==> src/rtl/i2c_master_sequencer_if.sv <==
// i2c_master_sequencer_if: command, master-control and status signals of the I2C sequencer.
// Rev 1.0 - initial release.
`default_nettype none

interface i2c_master_sequencer_if;
  logic       cmd_valid;
  logic       cmd_ready;
  logic [9:0] cmd_addr;
  logic       cmd_addr_mode;
  logic       cmd_dir;
  logic [5:0] cmd_size;

  logic [9:0] bus_address;
  logic       address_mode;
  logic       data_direction;
  logic [5:0] packet_size;
  logic       transaction_begin;
  logic       transaction_begin_clear;
  logic       set_transaction_complete;
  logic       set_arbitration_lost;
  logic       ack_error_set;
  logic       line_busy;

  logic       status_valid;
  logic       status_ready;
  logic [1:0] status_code;
  logic [1:0] status_retries;
  logic       timeout_abort;
  logic       seq_busy;

  // Sequencer side
  modport master (
    input  cmd_valid, cmd_addr, cmd_addr_mode, cmd_dir, cmd_size,
    input  transaction_begin_clear, set_transaction_complete, set_arbitration_lost,
    input  ack_error_set, line_busy, status_ready,
    output cmd_ready, bus_address, address_mode, data_direction, packet_size,
    output transaction_begin, status_valid, status_code, status_retries,
    output timeout_abort, seq_busy
  );

  // Command source / master core / status consumer side
  modport slave (
    output cmd_valid, cmd_addr, cmd_addr_mode, cmd_dir, cmd_size,
    output transaction_begin_clear, set_transaction_complete, set_arbitration_lost,
    output ack_error_set, line_busy, status_ready,
    input  cmd_ready, bus_address, address_mode, data_direction, packet_size,
    input  transaction_begin, status_valid, status_code, status_retries,
    input  timeout_abort, seq_busy
  );
endinterface

`default_nettype wire

==> src/rtl/i2c_master_sequencer.sv <==
// i2c_master_sequencer: one-command-at-a-time driver for the I2C master core with retry and watchdog.
// Rev 1.0 - initial release.
`default_nettype none

module i2c_master_sequencer #(
  parameter int MAX_RETRY      = 3,
  parameter int BACKOFF_CYCLES = 256,
  parameter int TIMEOUT_CYCLES = 2**20
) (
  input  logic                    clk,
  input  logic                    n_rst,
  i2c_master_sequencer_if.master  bus
);
  localparam int          BW           = (BACKOFF_CYCLES > 1) ? $clog2(BACKOFF_CYCLES) : 1;
  localparam int          MR           = (MAX_RETRY > 3) ? 3 : MAX_RETRY;
  localparam logic [2:0]  MAX_RETRY_W  = 3'(MR);
  localparam logic [BW-1:0] BACKOFF_LOAD = BW'(BACKOFF_CYCLES - 1);
  localparam logic [20:0] WDOG_LAST    = 21'(TIMEOUT_CYCLES - 1);
  localparam logic [20:0] WDOG_MAX     = '1;
  localparam logic [1:0]  CODE_OK      = 2'd0;
  localparam logic [1:0]  CODE_NACK    = 2'd1;
  localparam logic [1:0]  CODE_ARB     = 2'd2;
  localparam logic [1:0]  CODE_TIMEOUT = 2'd3;

  typedef enum logic [2:0] {
    S_IDLE      = 3'd0,
    S_WAIT_LINE = 3'd1,
    S_BEGIN     = 3'd2,
    S_ACTIVE    = 3'd3,
    S_BACKOFF   = 3'd4,
    S_REPORT    = 3'd5
  } state_t;

  state_t          state_q, state_d;
  logic [9:0]      bus_address_q, bus_address_d;
  logic            address_mode_q, address_mode_d;
  logic            data_direction_q, data_direction_d;
  logic [5:0]      packet_size_q, packet_size_d;
  logic [1:0]      retry_cnt_q, retry_cnt_d;
  logic            nack_q, nack_d;
  logic [BW-1:0]   backoff_q, backoff_d;
  logic [20:0]     wdog_q, wdog_d;
  logic [1:0]      status_code_q, status_code_d;
  logic            begin_q, begin_d;
  logic            abort_q, abort_d;

  always_comb begin
    state_d          = state_q;
    bus_address_d    = bus_address_q;
    address_mode_d   = address_mode_q;
    data_direction_d = data_direction_q;
    packet_size_d    = packet_size_q;
    retry_cnt_d      = retry_cnt_q;
    nack_d           = nack_q;
    backoff_d        = backoff_q;
    wdog_d           = wdog_q;
    status_code_d    = status_code_q;
    begin_d          = 1'b0;
    abort_d          = 1'b0;

    case (state_q)
      S_IDLE: begin
        if (bus.cmd_valid) begin
          bus_address_d    = bus.cmd_addr;
          address_mode_d   = bus.cmd_addr_mode;
          data_direction_d = bus.cmd_dir;
          packet_size_d    = bus.cmd_size;
          retry_cnt_d      = 2'd0;
          nack_d           = 1'b0;
          state_d          = S_WAIT_LINE;
        end
      end
      S_WAIT_LINE: begin
        if (!bus.line_busy) state_d = S_BEGIN;
      end
      S_BEGIN, S_ACTIVE: begin
        if (state_q == S_ACTIVE) begin
          wdog_d = (wdog_q == WDOG_MAX) ? wdog_q : wdog_q + 21'd1;
          if (bus.ack_error_set) nack_d = 1'b1;
        end
        // Arbitration loss outranks completion and timeout, in BEGIN as well as ACTIVE.
        if (bus.set_arbitration_lost) begin
          if ({1'b0, retry_cnt_q} < MAX_RETRY_W) begin
            retry_cnt_d = retry_cnt_q + 2'd1;
            backoff_d   = BACKOFF_LOAD;
            nack_d      = 1'b0;
            state_d     = S_BACKOFF;
          end else begin
            status_code_d = CODE_ARB;
            state_d       = S_REPORT;
          end
        end else if (state_q == S_BEGIN) begin
          if (bus.transaction_begin_clear) begin
            wdog_d  = '0;
            state_d = S_ACTIVE;
          end else begin
            begin_d = 1'b1;
          end
        end else if (bus.set_transaction_complete) begin
          status_code_d = (nack_q || bus.ack_error_set) ? CODE_NACK : CODE_OK;
          state_d       = S_REPORT;
        end else if (wdog_q == WDOG_LAST) begin
          abort_d       = 1'b1;
          status_code_d = CODE_TIMEOUT;
          state_d       = S_REPORT;
        end
      end
      S_BACKOFF: begin
        if (backoff_q == '0) state_d = S_WAIT_LINE;
        else                 backoff_d = backoff_q - BW'(1);
      end
      S_REPORT: begin
        if (bus.status_ready) state_d = S_IDLE;
      end
      default: state_d = S_IDLE;
    endcase
  end

  always_ff @(posedge clk or negedge n_rst) begin
    if (!n_rst) begin
      state_q          <= S_IDLE;
      bus_address_q    <= '0;
      address_mode_q   <= 1'b0;
      data_direction_q <= 1'b0;
      packet_size_q    <= '0;
      retry_cnt_q      <= '0;
      nack_q           <= 1'b0;
      backoff_q        <= '0;
      wdog_q           <= '0;
      status_code_q    <= '0;
      begin_q          <= 1'b0;
      abort_q          <= 1'b0;
    end else begin
      state_q          <= state_d;
      bus_address_q    <= bus_address_d;
      address_mode_q   <= address_mode_d;
      data_direction_q <= data_direction_d;
      packet_size_q    <= packet_size_d;
      retry_cnt_q      <= retry_cnt_d;
      nack_q           <= nack_d;
      backoff_q        <= backoff_d;
      wdog_q           <= wdog_d;
      status_code_q    <= status_code_d;
      begin_q          <= begin_d;
      abort_q          <= abort_d;
    end
  end

  assign bus.cmd_ready         = (state_q == S_IDLE);
  assign bus.seq_busy          = (state_q != S_IDLE);
  assign bus.status_valid      = (state_q == S_REPORT);
  assign bus.status_code       = status_code_q;
  assign bus.status_retries    = retry_cnt_q;
  assign bus.bus_address       = bus_address_q;
  assign bus.address_mode      = address_mode_q;
  assign bus.data_direction    = data_direction_q;
  assign bus.packet_size       = packet_size_q;
  assign bus.transaction_begin = begin_q;
  assign bus.timeout_abort     = abort_q;

endmodule

`default_nettype wire

==> src/flat_wrapper.sv <==
// flat-port wrapper written by rule: the top's interface ports become plain ports
module i2c_master_sequencer_flat 
#(
  parameter int MAX_RETRY      = 3,
  parameter int BACKOFF_CYCLES = 256,
  parameter int TIMEOUT_CYCLES = 2**20
)
  (clk, n_rst, bus_cmd_valid, bus_cmd_addr, bus_cmd_addr_mode, bus_cmd_dir, bus_cmd_size, bus_transaction_begin_clear, bus_set_transaction_complete, bus_set_arbitration_lost, bus_ack_error_set, bus_line_busy, bus_status_ready, bus_cmd_ready, bus_bus_address, bus_address_mode, bus_data_direction, bus_packet_size, bus_transaction_begin, bus_status_valid, bus_status_code, bus_status_retries, bus_timeout_abort, bus_seq_busy);
  i2c_master_sequencer_if bus_i ();
  input  logic clk;
  input  logic n_rst;
  input wire logic [$bits(bus_i.cmd_valid)-1:0] bus_cmd_valid;
  input wire logic [$bits(bus_i.cmd_addr)-1:0] bus_cmd_addr;
  input wire logic [$bits(bus_i.cmd_addr_mode)-1:0] bus_cmd_addr_mode;
  input wire logic [$bits(bus_i.cmd_dir)-1:0] bus_cmd_dir;
  input wire logic [$bits(bus_i.cmd_size)-1:0] bus_cmd_size;
  input wire logic [$bits(bus_i.transaction_begin_clear)-1:0] bus_transaction_begin_clear;
  input wire logic [$bits(bus_i.set_transaction_complete)-1:0] bus_set_transaction_complete;
  input wire logic [$bits(bus_i.set_arbitration_lost)-1:0] bus_set_arbitration_lost;
  input wire logic [$bits(bus_i.ack_error_set)-1:0] bus_ack_error_set;
  input wire logic [$bits(bus_i.line_busy)-1:0] bus_line_busy;
  input wire logic [$bits(bus_i.status_ready)-1:0] bus_status_ready;
  output wire logic [$bits(bus_i.cmd_ready)-1:0] bus_cmd_ready;
  output wire logic [$bits(bus_i.bus_address)-1:0] bus_bus_address;
  output wire logic [$bits(bus_i.address_mode)-1:0] bus_address_mode;
  output wire logic [$bits(bus_i.data_direction)-1:0] bus_data_direction;
  output wire logic [$bits(bus_i.packet_size)-1:0] bus_packet_size;
  output wire logic [$bits(bus_i.transaction_begin)-1:0] bus_transaction_begin;
  output wire logic [$bits(bus_i.status_valid)-1:0] bus_status_valid;
  output wire logic [$bits(bus_i.status_code)-1:0] bus_status_code;
  output wire logic [$bits(bus_i.status_retries)-1:0] bus_status_retries;
  output wire logic [$bits(bus_i.timeout_abort)-1:0] bus_timeout_abort;
  output wire logic [$bits(bus_i.seq_busy)-1:0] bus_seq_busy;
  assign bus_i.cmd_valid = bus_cmd_valid;
  assign bus_i.cmd_addr = bus_cmd_addr;
  assign bus_i.cmd_addr_mode = bus_cmd_addr_mode;
  assign bus_i.cmd_dir = bus_cmd_dir;
  assign bus_i.cmd_size = bus_cmd_size;
  assign bus_i.transaction_begin_clear = bus_transaction_begin_clear;
  assign bus_i.set_transaction_complete = bus_set_transaction_complete;
  assign bus_i.set_arbitration_lost = bus_set_arbitration_lost;
  assign bus_i.ack_error_set = bus_ack_error_set;
  assign bus_i.line_busy = bus_line_busy;
  assign bus_i.status_ready = bus_status_ready;
  assign bus_cmd_ready = bus_i.cmd_ready;
  assign bus_bus_address = bus_i.bus_address;
  assign bus_address_mode = bus_i.address_mode;
  assign bus_data_direction = bus_i.data_direction;
  assign bus_packet_size = bus_i.packet_size;
  assign bus_transaction_begin = bus_i.transaction_begin;
  assign bus_status_valid = bus_i.status_valid;
  assign bus_status_code = bus_i.status_code;
  assign bus_status_retries = bus_i.status_retries;
  assign bus_timeout_abort = bus_i.timeout_abort;
  assign bus_seq_busy = bus_i.seq_busy;
  i2c_master_sequencer #(.MAX_RETRY(MAX_RETRY), .BACKOFF_CYCLES(BACKOFF_CYCLES), .TIMEOUT_CYCLES(TIMEOUT_CYCLES)) u_core (.clk(clk), .n_rst(n_rst), .bus(bus_i));
endmodule
==> config.mk <==
export PLATFORM = sky130hd
export DESIGN_NAME = i2c_master_sequencer_flat
export DESIGN_NICKNAME = d
export VERILOG_FILES = /design/src/rtl/i2c_master_sequencer_if.sv /design/src/rtl/i2c_master_sequencer.sv /design/src/flat_wrapper.sv
export SDC_FILE = /design/constraint.sdc
export NUM_CORES = 1
export LEC_CHECK = 0
export BUFFER_PORTS_ARGS = -buffer_cell sky130_fd_sc_hd__clkbuf_2
export CAP_MARGIN = 20
export CORE_MARGIN = 5
export CORE_UTILIZATION = 50
export DETAILED_ROUTE_END_ITERATION = 10
export PLACE_DENSITY_LB_ADDON = 0.15
export SLEW_MARGIN = 20
export SYNTH_ARGS = -nofsm -noshare
export SYNTH_HDL_FRONTEND = slang
export SYNTH_SLANG_ARGS = --single-unit
==> constraint.sdc <==
create_clock -name clk -period 2.3 [get_ports clk]
set_clock_uncertainty 0.2 [all_clocks]
set_input_delay 0.23 -clock clk [delete_from_list [all_inputs] [get_ports clk]]
set_output_delay 0.23 -clock clk [all_outputs]
set_load 0.005 [all_outputs]
[After elaboration in Yosys (flattened, before gate mapping)]
Index checks and enable logic that the tools add are counted.
Operators by class
  add/sub/neg operators: 3
  magnitude comparators: 1
  equality and inequality tests: 18
  multiplexer cells: 45
  reduce and logical (&&, ||, !) cells: 14
Operators with widths (number)
  2-to-1 mux 21 bit: 5
  2-to-1 mux 3 bit: 9
  2-to-1 mux 8 bit: 3
  adder 21 x 1 -> 21 bit (second input constant): 1
  == test 21 x 20 -> 1 bit (second input constant): 1
  == test 21 bit (second input constant): 1
  2-to-1 mux 1 bit: 16
  2-to-1 mux 2 bit: 8
  one-hot mux 8 bit (2 select lines): 1
  one-hot mux 3 bit (5 select lines): 1
  inequality test 2 bit (second input constant): 7
  AND reduction 4 bit: 3
  zero test 8 bit: 1
  subtractor 8 x 1 -> 8 bit (second input constant): 1
  == test 3 x 2 -> 1 bit (second input constant): 2
  == test 3 bit (second input constant): 2
  AND reduction 6 bit: 1
  nonzero test 3 bit: 2
  inequality test 5 x 3 -> 1 bit (second input constant): 1
  inequality test 2 x 1 -> 1 bit (second input constant): 2
  inequality test 4 bit (second input constant): 1
  one-hot mux 2 bit (2 select lines): 1
  AND reduction 2 bit: 2
  nonzero test 2 bit: 2
  other kinds (7): 7
Storage, ports and cells
  flip-flop bits (word level): 57
  input port bits: 27
  output and inout bits: 27

[Depth between registers and ports, before layout]
  depth after elaboration: 6
  depth in mapped cells: 8

[Worst setup path after synthesis]
OpenSTA, ideal clock, no wires.
  path kind: register to register
  start point: register u_core.wdog_q[16]
  end point: register u_core.state_q[0]
  setup time: 125 ps
  data arrival time: 1818 ps
  data required time: 1975 ps
  path slack: 157 ps
  stages on the path, launching flop included: 6
  path buffers: 0
  cell sequence: dfrtp_1 > nand3_1 > nor4_4 > a31oi_1 > nor3_1 > mux2_2
On the way
  cells in the longest elaborated chain, start to end: 3
RTL lines
  from (decl): line i2c_master_sequencer.sv:42  | logic [20:0] wdog_q, wdog_d;
  from (signal assigned): line i2c_master_sequencer.sv:142  | wdog_q <= wdog_d;
  == test 21 x 20 -> 1 bit: line i2c_master_sequencer.sv:102  | end else if (wdog_q == WDOG_LAST) begin
  inequality test 5 x 3 -> 1 bit (no line)
  AND reduction 6 bit (no line)
  to (signal assigned): line i2c_master_sequencer.sv:134  | state_q <= state_d;
  to (decl): line i2c_master_sequencer.sv:34  | state_t state_q, state_d;
Every way passes these cells.
A chain may end at the register's enable or synchronous reset.

[Worst setup path after layout]
  start point: register u_core.state_q[0]
  end point: register u_core.wdog_q[19]
On the way
  cells in the longest elaborated chain, start to end: 5
RTL lines
  == test 3 x 2 -> 1 bit: line i2c_master_sequencer.sv:61, i2c_master_sequencer.sv:77
  2-to-1 mux 21 bit: line i2c_master_sequencer.sv:77  | if (state_q == S_ACTIVE) begin
  2-to-1 mux 21 bit: line i2c_master_sequencer.sv:93  | if (bus.transaction_begin_clear) begin
  2-to-1 mux 21 bit: line i2c_master_sequencer.sv:92  | end else if (state_q == S_BEGIN) begin
  2-to-1 mux 21 bit: line i2c_master_sequencer.sv:82  | if (bus.set_arbitration_lost) begin
Parallel ways exist; a longest one is shown, timed or not.

==> impl_metrics.yaml <==
run_status:
  status: "finished clean"
placement:
  hpwl_mm: 4.341
  port_buffers: 53
  gp_congestion: 0.8002
logic_synthesis:
  synth.net_count: 302
  async_flop_share_pct: 100.0
  synth-seq-cells: 57
  synthCells: 271
  synth_area_leader_cell: "dfrtp_1"
  synth.top_cells.by_area: "dfrtp_1 (50%), mux2_2 (7.6%), nor2_1 (4.2%)"
  yosys_warnings: 0
  ys_types: 42
  synth_edf_count: 0
  synth_ff_type: "dfrtp_1"
  ys_seq_area_share_pct: 50.42
  synthesis.area_sq_um: 2829
  synth_top_area_share_pct: 50.42
  avgSynthCellArea_sq_um: 10.44
job:
  cap_violations: 0
drt:
  wl_met2_mm: 2.821
  vias: 2276
  wl_mm: 6.261
  dr.max_layer_used: "met4"
  routed_via_density: 5.185
  routedLengthMet1_mm: 3.027
  drc: 0
  drt_pass1_iterations: 4
  drtIter0Drc: 95
  antenna_left: 0
  met3_length_um: 347
  wl_per_cell_um: 14.26
clock_tree:
  cts_tree: "yes"
  clkTransAtPathRegs_ns: 0.07
  clock_sinks: 57
  cts-root-buf: "clkbuf_8"
  clk_latency_ns: 0.33
  cts_setup_buffers: 0
  cts_max_path_buffers: 2
  numCtsBuffers: 9
  htreeDepth: 3
setup_path:
  cp-start-kind: "flop"
  crit_path_end: "u_core.wdog_q[19]"
  reg2reg_slack_ns: 0.17
  worstSetupEndpointType: "flop"
  r2r-start: "u_core.state_q[0]"
  cp.required_ns: 2.32
  cp.arrival_ns: 2.15
  crit_type: "reg2reg"
  r2r_cells: 6
  worstPathMaxFanout: 8
  startpoint: "u_core.state_q[0]"
  timing.rr.end: "u_core.wdog_q[19]"
power_and_ir_drop:
  p_leak_nw: 1.648
  p_sw_share_pct: 34.64
  power_frac_seq_pct: 43.4
  p_sw_w: 0.001392
  comb_power_share_pct: 33.7
  power_density_nw_per_um2: 1089
  clkPwrFrac_pct: 22.9
  vdd_drop_max_uv: 686.7
  p_int_w: 0.002626
floorplan:
  dieArea_sq_um: 7262
  die_h_um: 85.22
  core_area_sq_um: 5507
  std_cell_rows: 27
  ios: 54
  start_util_pct: 51.37
  fp.dieW_um: 85.22
timing:
  finalCriticalPeriod_ns: 2.134
  period_share_pct: 92.77
  setup_tns_ns: 0
  maxSlewViolCount: 0
  finalSetupViolations: 0
  worst_pin_slew_ns: 0.7115
  finalHoldViolCount: 0
  fmax_mhz: 468.7
  relSlewSlack_pct: 52.57
  rsz0062_at_grt: "no"
cells_and_area:
  final_layout_size_suffix_gt1_share_pct: 32.15
  diodes: 0
  final_cell_mix: "dfrtp_1 (57), clkbuf_2 (53), nor2_1 (32), nand2_1 (22), dlygate4sd3_1 (21)"
  fin_util_pct: 66.98
  final_common_cell: "dfrtp_1"
  nNetsFinal: 393
  areaGrowthSynthToFinish_pct: 30.38
global_route:
  grt_start_max_net_pins: 58
  grt_usage_pct: 18.63
  antenna_found_initial: 0
  grt_pass1_vias: 2345
  grt_pass1_wl_mm: 10.85
  grt-ovfl-total: 0
hold_path:
  hold_class: "in2reg"
  worstHoldStart: "bus_ack_error_set"
sequential cells by signal, indices dropped and copies added (netlist names):
signal and cells:
u_core.wdog_q 21, u_core.bus.bus_address 10, u_core.backoff_q 8, u_core.bus.packet_size 6, u_core.state_q 3, u_core.bus.status_code 2
u_core.bus.status_retries 2, u_core.bus.address_mode 1, u_core.bus.data_direction 1, u_core.bus.timeout_abort 1, u_core.bus.transaction_begin 1, u_core.nack_q 1
power groups by stage:
stage	combinational [W]	sequential, W	clock, W
floorplan	0.000865	0.00168	0
global placement	0.00129	0.00174	0
detailed placement	0.00133	0.00175	0
CTS	0.00136	0.00174	0.000942
global route	0.00152	0.00181	0.00100
finish	0.00135	0.00174	0.000919
stage by stage:
step | setup WS (ns) | cells | power (W) | hold WS [ns] | instance area (sq um)
4_1_cts | 0.1437 | 439 | 0.004046 | 0.03572 | 3677
3_5_place_dp | 0.1556 | 402 | 0.003080 | 0.2172 | 3272
2_1_floorplan | 0.1572 | 271 | 0.002549 | -0.2656 | 2829
3_3_place_gp | 0.1696 | 402 | 0.003029 | 0.2141 | 3272
5_1_grt | 0.02274 | 439 | 0.004328 | 0.06512 | 3689
6_report | 0.1663 | 439 | 0.004018 | 0.04916 | 3689
worst max-delay path, cell delays in order (launching register included):
cell and delay [ns]:
dfrtp_1 0.45, buf_4 0.17, and3b_1 0.27, nand3_2 0.20, a311oi_4 0.43, a21oi_1 0.12, o21a_1 0.19
area by class of cell:
class / instances / area (sq um)
clock inverter: 7 / 71.32
inverter: 9 / 33.78
timing repair buffer: 89 / 600.6
fill: 464 / 1818
sequential: 57 / 1426
multi-input combinational: 196 / 1343
tap: 72 / 90.09
clock buffer: 9 / 123.9
what timing repair did:
item	in CTS	in global routing
hold buffers	21	0
hold endpoints to repair	76	0
endpoints found under the setup margin	0	2
resized for setup	0	2
cells in the mapped netlist (all sizes together), types with 3 or more instances:
library cell   n
a211oi         3
nand2b         3
mux2i          4
dfrtp         57
buf            3
nor3           9
nand2         22
a31oi          5
inv            9
ha             4
xnor2         11
a311oi         4
nand3b         3
clkbuf         6
nor2          32
nand4          3
nand3         14
xor2           6
mux2          19
or3            3
a21oi         14
o21ai          7
nor4           6
and3           6
worst min path at each step:
stage	endpoint	slack, ns	depth (start not counted)
6_report	u_core.nack_q	0.05	3
5_1_grt	u_core.bus.status_code[1]	0.07	3
4_1_cts	u_core.nack_q	0.04	3
3_5_place_dp	u_core.bus.status_code[1]	0.22	2
3_3_place_gp	u_core.bus.status_code[0]	0.21	2
2_1_floorplan	u_core.backoff_q[0]	-0.27	0
layer usage:
layer,GRT usage (%),vias up
met1,25.17,1079
met4,7.482,0
met2,28.32,45
li1,-,1146
met3,5.146,6
met5,0,-
cell families (layout without fill, tap and decap cells):
family | count (synthesis) | count (layout) | share of synthesized area [%]
AND/OR/NAND/NOR | 110 | 110 | 20.88
flip-flops | 57 | 57 | 50.42
AO/OA/AOI/OAI | 42 | 42 | 10.17
multiplexers | 23 | 23 | 8.979
buffers and inverters | 18 | 114 | 2.521
XOR/XNOR | 17 | 17 | 5.263
adder cells (fa/ha/maj) | 4 | 4 | 1.769
(Power assumes the default switching activity.)
